<file path="src/rtl/control_unit.sv">
// Multi-cycle control FSM: IDLE -> FETCH -> DECODE -> EXEC, with HALT.
// Drives datapath write select, input mux, ALU op and immediate for one EXEC cycle.
module control_unit #(
    parameter int BIT_WIDTH = 4,
    parameter int PC_WIDTH  = 4
) (
    input  logic                 clk,
    input  logic                 rst,
    input  logic                 run,
    input  logic [BIT_WIDTH+2:0] imem_data,
    input  logic                 carry_in,
    output logic [PC_WIDTH-1:0]  imem_addr,
    output logic [1:0]           reg_addr,
    output logic                 s_reg,
    output logic                 s,
    output logic [BIT_WIDTH-1:0] imm,
    output logic                 halted
);

    localparam logic [2:0] IDLE   = 3'd0;
    localparam logic [2:0] FETCH  = 3'd1;
    localparam logic [2:0] DECODE = 3'd2;
    localparam logic [2:0] EXEC   = 3'd3;
    localparam logic [2:0] HALT   = 3'd4;

    localparam logic [2:0] OP_NOP = 3'b000;
    localparam logic [2:0] OP_LDA = 3'b001;
    localparam logic [2:0] OP_LDB = 3'b010;
    localparam logic [2:0] OP_ADD = 3'b011;
    localparam logic [2:0] OP_SUB = 3'b100;
    localparam logic [2:0] OP_OUT = 3'b101;
    localparam logic [2:0] OP_JC  = 3'b110;
    localparam logic [2:0] OP_HLT = 3'b111;

    logic [2:0]           state_q, state_d;
    logic [PC_WIDTH-1:0]  pc_q, pc_d;
    logic [BIT_WIDTH+2:0] ir_q, ir_d;
    logic                 cflag_q, cflag_d;
    logic                 arith_q, arith_d;

    logic [2:0]           op;
    logic [BIT_WIDTH-1:0] operand;

    assign op      = ir_q[BIT_WIDTH+2:BIT_WIDTH];
    assign operand = ir_q[BIT_WIDTH-1:0];

    // arith_q marks that the last EXEC was ADD/SUB, so the ALU carry
    // registered on that edge is captured during the following FETCH.
    always_comb begin
        state_d = state_q;
        pc_d    = pc_q;
        ir_d    = ir_q;
        cflag_d = cflag_q;
        arith_d = arith_q;
        unique case (state_q)
            IDLE: begin
                if (run) state_d = FETCH;
            end
            FETCH: begin
                state_d = DECODE;
                if (arith_q) begin
                    cflag_d = carry_in;
                    arith_d = 1'b0;
                end
            end
            DECODE: begin
                ir_d    = imem_data;
                state_d = EXEC;
            end
            EXEC: begin
                arith_d = (op == OP_ADD) || (op == OP_SUB);
                if (op == OP_HLT) begin
                    state_d = HALT;
                end else begin
                    state_d = FETCH;
                    if (op == OP_JC && cflag_q)
                        pc_d = operand[PC_WIDTH-1:0];
                    else
                        pc_d = pc_q + PC_WIDTH'(1);
                end
            end
            HALT: state_d = HALT;
            default: state_d = IDLE;
        endcase
    end

    always_ff @(posedge clk or posedge rst) begin
        if (rst) begin
            state_q <= IDLE;
            pc_q    <= '0;
            ir_q    <= '0;
            cflag_q <= 1'b0;
            arith_q <= 1'b0;
        end else begin
            state_q <= state_d;
            pc_q    <= pc_d;
            ir_q    <= ir_d;
            cflag_q <= cflag_d;
            arith_q <= arith_d;
        end
    end

    always_comb begin
        reg_addr = 2'b11;
        s_reg    = 1'b0;
        s        = 1'b0;
        imm      = '0;
        if (state_q == EXEC) begin
            unique case (op)
                OP_LDA: begin
                    reg_addr = 2'b00;
                    s_reg    = 1'b1;
                    imm      = operand;
                end
                OP_LDB: begin
                    reg_addr = 2'b01;
                    s_reg    = 1'b1;
                    imm      = operand;
                end
                OP_ADD: reg_addr = 2'b00;
                OP_SUB: begin
                    reg_addr = 2'b00;
                    s        = 1'b1;
                end
                OP_OUT: reg_addr = 2'b10;
                OP_NOP, OP_JC, OP_HLT: ;
                default: ;
            endcase
        end
    end

    assign imem_addr = pc_q;
    assign halted    = (state_q == HALT);

endmodule

</file>
<file path="config.mk">
export PLATFORM = sky130hd
export DESIGN_NAME = control_unit
export DESIGN_NICKNAME = d
export VERILOG_FILES = /design/src/rtl/control_unit.sv
export SDC_FILE = /design/constraint.sdc
export NUM_CORES = 1
export LEC_CHECK = 0
export ABC_AREA = 1
export BUFFER_PORTS_ARGS = -buffer_cell sky130_fd_sc_hd__buf_2
export CORE_MARGIN = 5
export CORE_UTILIZATION = 49
export DETAILED_ROUTE_END_ITERATION = 10
export PLACE_DENSITY = 0.82
export SLEW_MARGIN = 20
export SYNTH_ARGS = -nofsm -noshare
export SYNTH_HDL_FRONTEND = slang
export SYNTH_SLANG_ARGS = --single-unit
</file>
<file path="constraint.sdc">
create_clock -name clk -period 1.2 [get_ports clk]
set_input_delay 0.12 -clock clk [delete_from_list [all_inputs] [get_ports clk]]
set_output_delay 0.12 -clock clk [all_outputs]
set_load 0.02 [all_outputs]
</file>
[After elaboration in Yosys (flattened, before gate mapping)]
Cells that the tools add are included.
Storage, ports and cells
  logic and storage cells: 40
  bits in registers: 16
Operators by class
  add/sub/neg operators: 1
  multiplexer cells: 13
  reduce and logical (&&, ||, !) cells: 8
  bitwise gates (word level): 1
  equal/unequal tests: 12
Operators by type and width (count)
  $eq 3x3->1 const B: 5
  $pmux 3 s5: 1
  $eq 3x2->1 const B: 4
  $mux 4: 3
  $eq 3x1->1 const B: 2
  $mux 3: 2
  $pmux 2 s3: 1
  $add 4x1->4 const B: 1
  $mux 1: 4
  $reduce_and 2->1: 2
  $logic_not 3->1: 1
  $reduce_or 3->1: 1
  $mux 2: 1
  $ne 2x2->1 const B: 1
  $pmux 1 s2: 1
  $reduce_bool 2->1: 1
  $reduce_or 2->1: 1
  $logic_and 1x1->1: 1
  $logic_or 1x1->1: 1
  $not 1->1: 1

[Logic depth before layout (Yosys ltp)]
Gate-level depths: netlist of run 1.
  depth in word-level cells: 4
  depth in mapped cells: 7
  gate-level depth less buffers: 7

[Worst setup path before layout of run 1]
No wires, ideal clock.
  path type: flip-flop to output port
  from: reg state_q[2]
  to: out reg_addr[1]
  arrival time: 1.166 ns
  stages on the path, launching flop included: 5
  buffers on the path: 0
  setup slack: -0.086 ns
  data required time: 1.080 ns
  path through: dfrtp_1 -> inv_2 -> nand3_1 -> nor2_1 -> a21oi_1
On the way
  longest elaborated chain between the ends: 2
Ends and longest elaborated chain
  start: declaration: line 35  | logic [2:0] state_q, state_d;
  start signal: assignment: line 95  | state_q <= state_d;
  $eq 3x2->1: line 108  | if (state_q == EXEC) begin
  $mux 2: line 108
  end: declaration: line 13  | output logic [1:0] reg_addr,
Every way passes these cells.

[Final worst setup path of run 1]
  from: reg state_q[1]
  to: out imm[0]
On the way
  longest elaborated chain between the ends: 2
Ends and longest elaborated chain
  $eq 3x2->1: line 108
  $mux 4: line 108
  end: declaration: line 16  | output logic [BIT_WIDTH-1:0] imm,
Every way passes these cells.

==> metrics, run 1 <==
Die Wd=51.5 um; Flop pwr share=0.283; CTS tree=yes; Fillers=107; CP Max Fanout=5; Syn Area/Cell=~7.7 um^2; clock tree buffer depth=2; DIE AREA=roughly 2700 um^2; antenna violations before repair=0; Final Wtd Congestion=between 0.8 and 0.9; Worst-Skew Late Latency=~0.29 ns; via count=between 900 and 1000; final core area utilization=0.796; Core Area=1690 um^2; violated checks=negative setup slack; Worst path slowest cell=dfrtp_1; Yosys cell types=20; status=complete, but fails checks; fin nets=~170; detailed-placement wirelength estimate=roughly 1500 um; synthesized area=843 um^2; worst slew pin tran=0.403 ns; CP endpoint kind=output port; fin. max-slew vios=0; CTS clock-pin slew for the worst setup and hold paths=0.10 ns; grt ovf=0; row cnt=15; WS Path Type=reg -> out; largest cells by area after synthesis=dfrtp_1, nand2_1, inv_1; Logic pwr share=0.619; root buf cell=clkbuf_4; DRT Pass-1 Iters=4; critical path arrival=1.40 ns; area grow syn2layout=59.5%; Main synth FF type=dfrtp_1; sequential-to-total area share from yosys stat=0.475; io pins=24; P per Cell Area=2800 nW/um^2; Worst Setup Start Kind=flip-flop; post-place instance area=around 1000 um^2; Cell Chain, Critical Path=nand2_2 -> nor2_4 -> nand3_4 -> nor2_1 -> buf_4; max incr delay on CP=approximately 0.46 ns; most frequent cell after synthesis=nand2_1; initial drt markers=39; yosys warns=0; asr flop ratio synth=1.00; H-tree level count=1; Mapped Nets=~120; Switching Share=0.473; All-Layer GR Usage=0.197; Final Worst Setup Slack=-0.316 ns; first-pass GRT wire length=between 3000 and 4000 um; RSZ-0062 raised after global routing=true; via/cell ratio=about 5.4; Clk pwr share=0.098; min cycle time layout=approximately 1.5 ns; Rel. slew slack=0.729; Port Buf Inserts=23; Routed Antenna Nets=0; Design Area, Final=roughly 1300 um^2; leading area contributor after synthesis=dfrtp_1; vias in the first global route=roughly 910; Die Y=a little over 50 um; antenna fix cells=0; WL/cell=between 15 and 20 um; peak supply drop=~0.0016 V; Initial Util=0.499; Max-Cap Viols=0; final hold violation count=0; number of synthesized flops with an enable pin=0; largest net degree at the start of global routing=17; P_int=about 2 mW; period utilization=1.26; count of final setup violators=18; clk_skew=around 0.0076 ns; cell leakage power=0.689 nW; Data required, critical path=~1.1 ns; Post-synth top cells=nand2_1, dfrtp_1, inv_1; share of cells above drive strength 1=0.484; Gate Count Post-Synth=between 100 and 150; Tightest Hold Check Type=in -> reg; top cell type's share of synthesized area=0.475; Num CTS Buffers=3; FF+latch count, synth=16; fmax=~0.66 GHz; DRT Wirelength=between 2000 and 3000 um; # DRC=0; NetSw=approximately 1.8 mW; clk sink count=16; TNS Setup=-3.09 ns
==> flip-flops by register name (all words and copies together), names as in the netlist <==
signal     cells
imem_addr      4
ir_q           7
cflag_q        1
state_q        3
arith_q        1
==> critical path, delay by kind of cell (launching register included) <==
family,cells,cell delay [ns]
flops,1,0.46
simple gates,4,0.48
buf+inv,1,0.15
==> stage by stage <==
step                      setup WS (ns)  hold WS, ns  power (mW)  instances
after detailed placement        -0.0343        0.143        2.43        154
after global routing             -0.371       0.0591        4.02        172
after floorplan                  0.0138       0.0337        2.01        110
after CTS                        -0.253       0.0569        3.24        169
final                            -0.316       0.0634        3.76        172
after global placement           0.0192        0.133        2.36        154
==> layout by cell type (no fill, tap or decap), drive strengths merged <==
master | Yosys | routed
a21oi | 8 | 8
buf | 1 | 41
clkbuf | 0 | 4
clkinvlp | 0 | 1
dfrtp | 16 | 16
dlygate4sd3 | 0 | 1
ha | 1 | 1
inv | 17 | 16
nand2 | 26 | 26
nand3 | 10 | 10
nand3b | 1 | 1
nand4 | 5 | 5
nor2 | 16 | 16
nor3 | 3 | 3
o211ai | 1 | 1
o21ai | 2 | 2
o22ai | 1 | 1
or2 | 1 | 1
xnor2 | 1 | 1
==> per-layer routing <==
metal | vias to the layer above | global-route usage | share of wire
met5 | - | 0 | 0
met4 | 0 | 0.118 | 0.015
met3 | 4 | 0.0379 | 0.031
met2 | 27 | 0.331 | 0.51
met1 | 457 | 0.229 | 0.44
li1 | 444 | - | -
==> cells by family after synthesis <==
kind of cell / after synthesis / synth area share
AOI/OAI and AO/OA: 12 / 0.0757
DFF: 16 / 0.475
adders and majority gates: 1 / 0.0148
xor gates and xnor gates: 1 / 0.0104
buffers and inverters: 18 / 0.0890
and+or+nand+nor: 62 / 0.335
==> worst paths after layout <==
| check | from | endpoint | slack (ns) | cells past startpoint |
|---|---|---|---|---|
| max | state_q[1] | imm[0] | -0.32 | 5 |
| min | carry_in | cflag_q | 0.06 | 3 |
| max reg2reg | state_q[1] | imem_addr[3] | -0.15 | 9 |
| min reg2reg | imem_addr[3] | imem_addr[3] | 0.55 | 2 |
| max in group asynchronous | rst | ir_q[4] | 0.63 | 4 |
| min in group asynchronous | rst | imem_addr[3] | 0.36 | 4 |
==> area by class of cell <==
type	instances	area [um^2]	area share
Tap cell	17	21.3	0.0158
Multi-Input combinational cell	76	492	0.366
Timing Repair Buffer	42	320	0.238
Sequential cell	16	403	0.300
Clock buffer	4	36.3	0.0270
Inverter	17	72.6	0.0540
==> repair_timing <==
action                                  CTS  global route
endpoints found under the setup margin   11            16
buffers inserted                         10             3
pin swaps                                 8            11
hold buffers                              1             0
gates cloned                              0             0
gates resized for setup                  26            30
hold endpoints to repair                 16             0
==> power groups by stage <==
stage / registers [mW] / clock network (mW) / logic (mW)
global route: 1.10 / 0.410 / 2.51
global placement: 1.00 / 0 / 1.36
detailed placement: 1.02 / 0 / 1.41
finish: 1.07 / 0.370 / 2.33
floorplan: 1.07 / 0 / 0.942
CTS: 1.01 / 0.377 / 1.86
Note: power is estimated with default switching activity, not from simulation.
==> run 2, diff against run 1 <==
--- a/config.mk
+++ b/config.mk
@@ -9,6 +9,7 @@
 export BUFFER_PORTS_ARGS = -buffer_cell sky130_fd_sc_hd__buf_2
 export CORE_MARGIN = 5
 export CORE_UTILIZATION = 49
+export CTS_BUF_LIST = sky130_fd_sc_hd__clkbuf_8 sky130_fd_sc_hd__clkbuf_16
 export DETAILED_ROUTE_END_ITERATION = 10
 export PLACE_DENSITY = 0.82
 export SLEW_MARGIN = 20
==> metrics, run 2 (synthesis gave the netlist of run 1 again) <==
Hold EP=ir_q[5]; via/cell ratio=approximately 5.3; Hold WS=~0.11 ns; Worst Setup Start Kind=flip-flop; DRT Pass-1 Iters=4; root buf cell=clkbuf_8; Die Y=51.5 um; CTS tree=yes; most frequent cells in the layout=nand2_1, inv_1, buf_4; Die Wd=51.5 um; io pins=24; Final Wtd Congestion=0.837; P_int=~1.9 mW; fmax=around 0.7 GHz; WL/cell=13.8 um; Final Non-Filler Cells=167; cell leakage power=roughly 0.67 nW; # DRC=0; NetSw=1.64 mW; antenna violations before repair=0; Worst Hold Depth=3; min cycle time layout=~1.4 ns; detailed-placement wirelength estimate=1450 um; critical path arrival=approximately 1.3 ns; Tightest Hold Check Type=in -> reg; CTS clock-pin slew for the worst setup and hold paths=around 0.06 ns; row cnt=15; CP endpoint kind=output port; share of cells above drive strength 1=0.413; Largest Register=ir_q; Num CTS Buffers=3; TNS Setup=-1.76 ns; clock tree buffer depth=2; Rel. slew slack=0.699; Routed Antenna Nets=0; Data required, critical path=1.08 ns; period utilization=1.18; fin nets=163; Port Buf Inserts=23; grt ovf=0; clk sink count=16; hold_sp=imem_data[5]; H-tree level count=1; first-pass GRT wire length=~3500 um; initial drt markers=25; area grow syn2layout=52.4%; final hold violation count=0; All-Layer GR Usage=0.172; Flop pwr share=0.303; Worst R2R End=cflag_q; Worst R2R Path Depth=5; peak supply drop=about 0.0016 V; Logic pwr share=0.559; vias in the first global route=850; CP Max Fanout=5; Worst R2R Setup Slack=-0.15 ns; DP Cell Count=about 150; Worst R2R Start=state_q[2]; Post-Place Setup Slack=-0.0343 ns; largest net degree at the start of global routing=17; status=complete, but fails checks; WS Path Type=reg -> out; count of final setup violators=14; violated checks=negative setup slack; Initial Util=0.499; DIE AREA=~2700 um^2; worst slew pin tran=0.448 ns; Core Area=1690 um^2; Switching Share=0.463; Clk pwr share=0.138; antenna fix cells=0; max FFs per register=7; DRT Wirelength=2310 um; P per Cell Area=~2800 nW/um^2; RSZ-0062 raised after global routing=true; clk_skew=about 0.0039 ns; Worst-Skew Late Latency=between 0.2 and 0.3 ns; Final Worst Setup Slack=-0.222 ns; commonest non-fill, non-tap cell in the layout=nand2_1; Max-Cap Viols=0; fin. max-slew vios=0; via count=a little under 900
[run 2: power groups by stage]
stage | logic, mW | registers [mW] | clock network (mW)
5_1_grt | 2.16 | 1.10 | 0.519
3_5_place_dp | 1.41 | 1.02 | 0
6_report | 1.98 | 1.07 | 0.488
3_3_place_gp | 1.36 | 1.00 | 0
4_1_cts | 1.71 | 1.02 | 0.499
2_1_floorplan | 0.942 | 1.07 | 0
[run 2: repair_timing]
action,4_1_cts,5_1_grt
hold buffers,1,0
pin swaps,9,7
endpoints found under the hold margin,16,0
setup endpoints to repair,10,21
resized for setup,20,23
setup buffers,7,1
[run 2: worst max path at each step]
stage	from	to	slack (ns)	cells past startpoint
final	ir_q[4]	imm[0]	-0.22	5
after global routing	ir_q[4]	imm[0]	-0.26	5
after global placement	ir_q[5]	imm[3]	0.02	5
after CTS	ir_q[5]	imm[1]	-0.22	5
after floorplan	state_q[1]	imm[0]	0.01	4
after detailed placement	ir_q[5]	imm[2]	-0.03	5
[run 2: layout make-up]
type,count,area (um^2)
Tap cell,17,21.3
Inverter,17,68.8
Sequential cell,16,404
Fill cell,117,404
Clock buffer,4,55.1
Multi-Input combinational cell,76,464
Timing Repair Buffer,37,272
[run 2: metrics by stage]
step,area (um^2),power (mW),utilization
final,1280,3.54,0.761
after global routing,1280,3.77,0.761
after CTS,1180,3.22,0.699
after detailed placement,1010,2.43,0.597
after global placement,1010,2.36,0.597
after floorplan,846,2.01,-
[run 2: worst max-delay path: stages, from the launching register on]
cell,delay (ns)
dfrtp_1,0.44
nor2_4,0.06
nor2_4,0.15
nand3_4,0.12
nor2_1,0.12
buf_4,0.15
[run 2: layer usage]
| layer | up-vias | global-route usage | part of all wire |
|---|---|---|---|
| li1 | 437 | - | - |
| met1 | 417 | 0.208 | 0.43 |
| met2 | 34 | 0.290 | 0.50 |
| met3 | 5 | 0.0321 | 0.053 |
| met4 | 0 | 0.0830 | 0.013 |
| met5 | - | 0 | 0 |
==> run 3, diff against run 2 <==
--- a/config.mk
+++ b/config.mk
@@ -11,7 +11,9 @@
 export CORE_UTILIZATION = 49
 export CTS_BUF_LIST = sky130_fd_sc_hd__clkbuf_8 sky130_fd_sc_hd__clkbuf_16
 export DETAILED_ROUTE_END_ITERATION = 10
+export GPL_TIMING_DRIVEN = 1
 export PLACE_DENSITY = 0.82
+export SKIP_CTS_REPAIR_TIMING = 1
 export SLEW_MARGIN = 20
 export SYNTH_ARGS = -nofsm -noshare
 export SYNTH_HDL_FRONTEND = slang
==> metrics, run 3 (synthesis gave the netlist of run 1 again) <==
Design Area, Final=approximately 1200 um^2; Worst R2R Setup Slack=-0.07 ns; critical path arrival=about 1.3 ns; Die Y=51.5 um; area grow syn2layout=43.3%; commonest non-fill, non-tap cell in the layout=nand2_1; DRT Pass-1 Iters=5; root buf cell=clkbuf_8; Core Area=1690 um^2; Rel. slew slack=0.812; Final Non-Filler Cells=approximately 160; WS Path Type=reg -> out; Final Worst Setup Slack=-0.241 ns; worst slew pin tran=~0.28 ns; fin nets=between 150 and 200; share of cells above drive strength 1=0.377; All-Layer GR Usage=0.163; DIE AREA=~2700 um^2; CP endpoint kind=output port; P per Cell Area=2750 nW/um^2; period utilization=1.20; Port Buf Inserts=23; Worst R2R Start=ir_q[5]; Worst path slowest cell=dfrtp_1; Worst R2R Path Depth=8; Routed Antenna Nets=0; most frequent cells in the layout=nand2_1, inv_1, buf_2; H-tree level count=1; fin. max-slew vios=0; cell leakage power=between 0.6 and 0.7 nW; clock tree buffer depth=2; peak supply drop=roughly 0.0017 V; min cycle time layout=approximately 1.4 ns; Hold EP=cflag_q; Largest Register=ir_q; Worst R2R End=imem_addr[1]; io pins=24; Data required, critical path=1.08 ns; first-pass GRT wire length=about 3300 um; Max-Cap Viols=0; # DRC=0; fmax=0.694 GHz; clk_skew=~0.0012 ns; Die Wd=between 50 and 60 um; initial drt markers=20; Initial Util=0.499; max FFs per register=7; Final Wtd Congestion=0.837; antenna violations before repair=0; Worst Path Buf+Inv=3; post-place instance area=around 1000 um^2; Cell Chain, Critical Path=buf_6 -> buf_4 -> nand2_2 -> o211ai_1 -> buf_2; CP Max Fanout=4; RSZ-0062 raised after global routing=true; Crit path max-delay family=buffers and inverters; row cnt=15; Worst Setup Start Kind=flip-flop; via/cell ratio=~5.4; max incr delay on CP=0.42 ns; count of final setup violators=19; Final Power=3.33 mW; hold_sp=carry_in; grt ovf=0; largest net degree at the start of global routing=17; Num CTS Buffers=3; DP Cell Count=154; WL/cell=between 10 and 15 um; violated checks=negative setup slack; status=complete, but fails checks; final hold violation count=0; antenna fix cells=0; Worst Hold Depth=3; CTS tree=yes; vias in the first global route=790; CTS clock-pin slew for the worst setup and hold paths=around 0.07 ns; Worst-Skew Late Latency=0.25 ns; Tightest Hold Check Type=in -> reg; via count=approximately 880; DRT Wirelength=between 2000 and 2500 um; clk sink count=16; detailed-placement wirelength estimate=1450 um
-- run 3: where the power goes --
part           leakage [nW]  switching (mW)  total [mW]  internal, mW
Sequential            0.189           0.257        1.06         0.798
Clock                0.0288           0.200       0.491         0.291
Combinational         0.424            1.08        1.78         0.696
-- run 3: metrics by stage --
stage | setup TNS [ns] | setup WS, ns | util | hold slack, ns
floorplan | 0 | 0.0138 | - | 0.0337
global placement | 0 | 0.0192 | 0.597 | 0.133
detailed placement | -0.0824 | -0.0343 | 0.597 | 0.143
CTS | -2.32 | -0.328 | 0.630 | -0.129
global route | -3.32 | -0.271 | 0.716 | 0.121
finish | -2.17 | -0.241 | 0.716 | 0.107
-- run 3: worst max-delay path by stage --
stage | startpoint | to | slack [ns] | depth (start not counted)
2_1_floorplan | state_q[1] | imm[0] | 0.01 | 4
3_3_place_gp | ir_q[5] | imm[3] | 0.02 | 5
3_5_place_dp | ir_q[5] | imm[2] | -0.03 | 5
4_1_cts | ir_q[5] | imm[2] | -0.33 | 5
5_1_grt | state_q[2] | reg_addr[1] | -0.27 | 5
6_report | ir_q[5] | reg_addr[0] | -0.24 | 5
-- run 3: cell type report --
type	count	area, um^2
flip-flops and latches	16	403
inverters	17	63.8
multi-input cells	76	434
repair buffers	33	231
well taps	17	21.3
clock buffers	4	55.1
fillers	128	480
-- run 3: metal layers --
metal | up-vias | wire length, um | track usage
met4 | 0 | 38 | 0.0742
met3 | 4 | 83 | 0.0292
met2 | 22 | 1140 | 0.280
met1 | 424 | 975 | 0.198
li1 | 431 | - | -
met5 | - | 0 | 0
-- run 3: worst min-delay path, stage by stage --
cell	delay, ns
buf_2	0.07
nand3_1	0.07
nand2_1	0.06
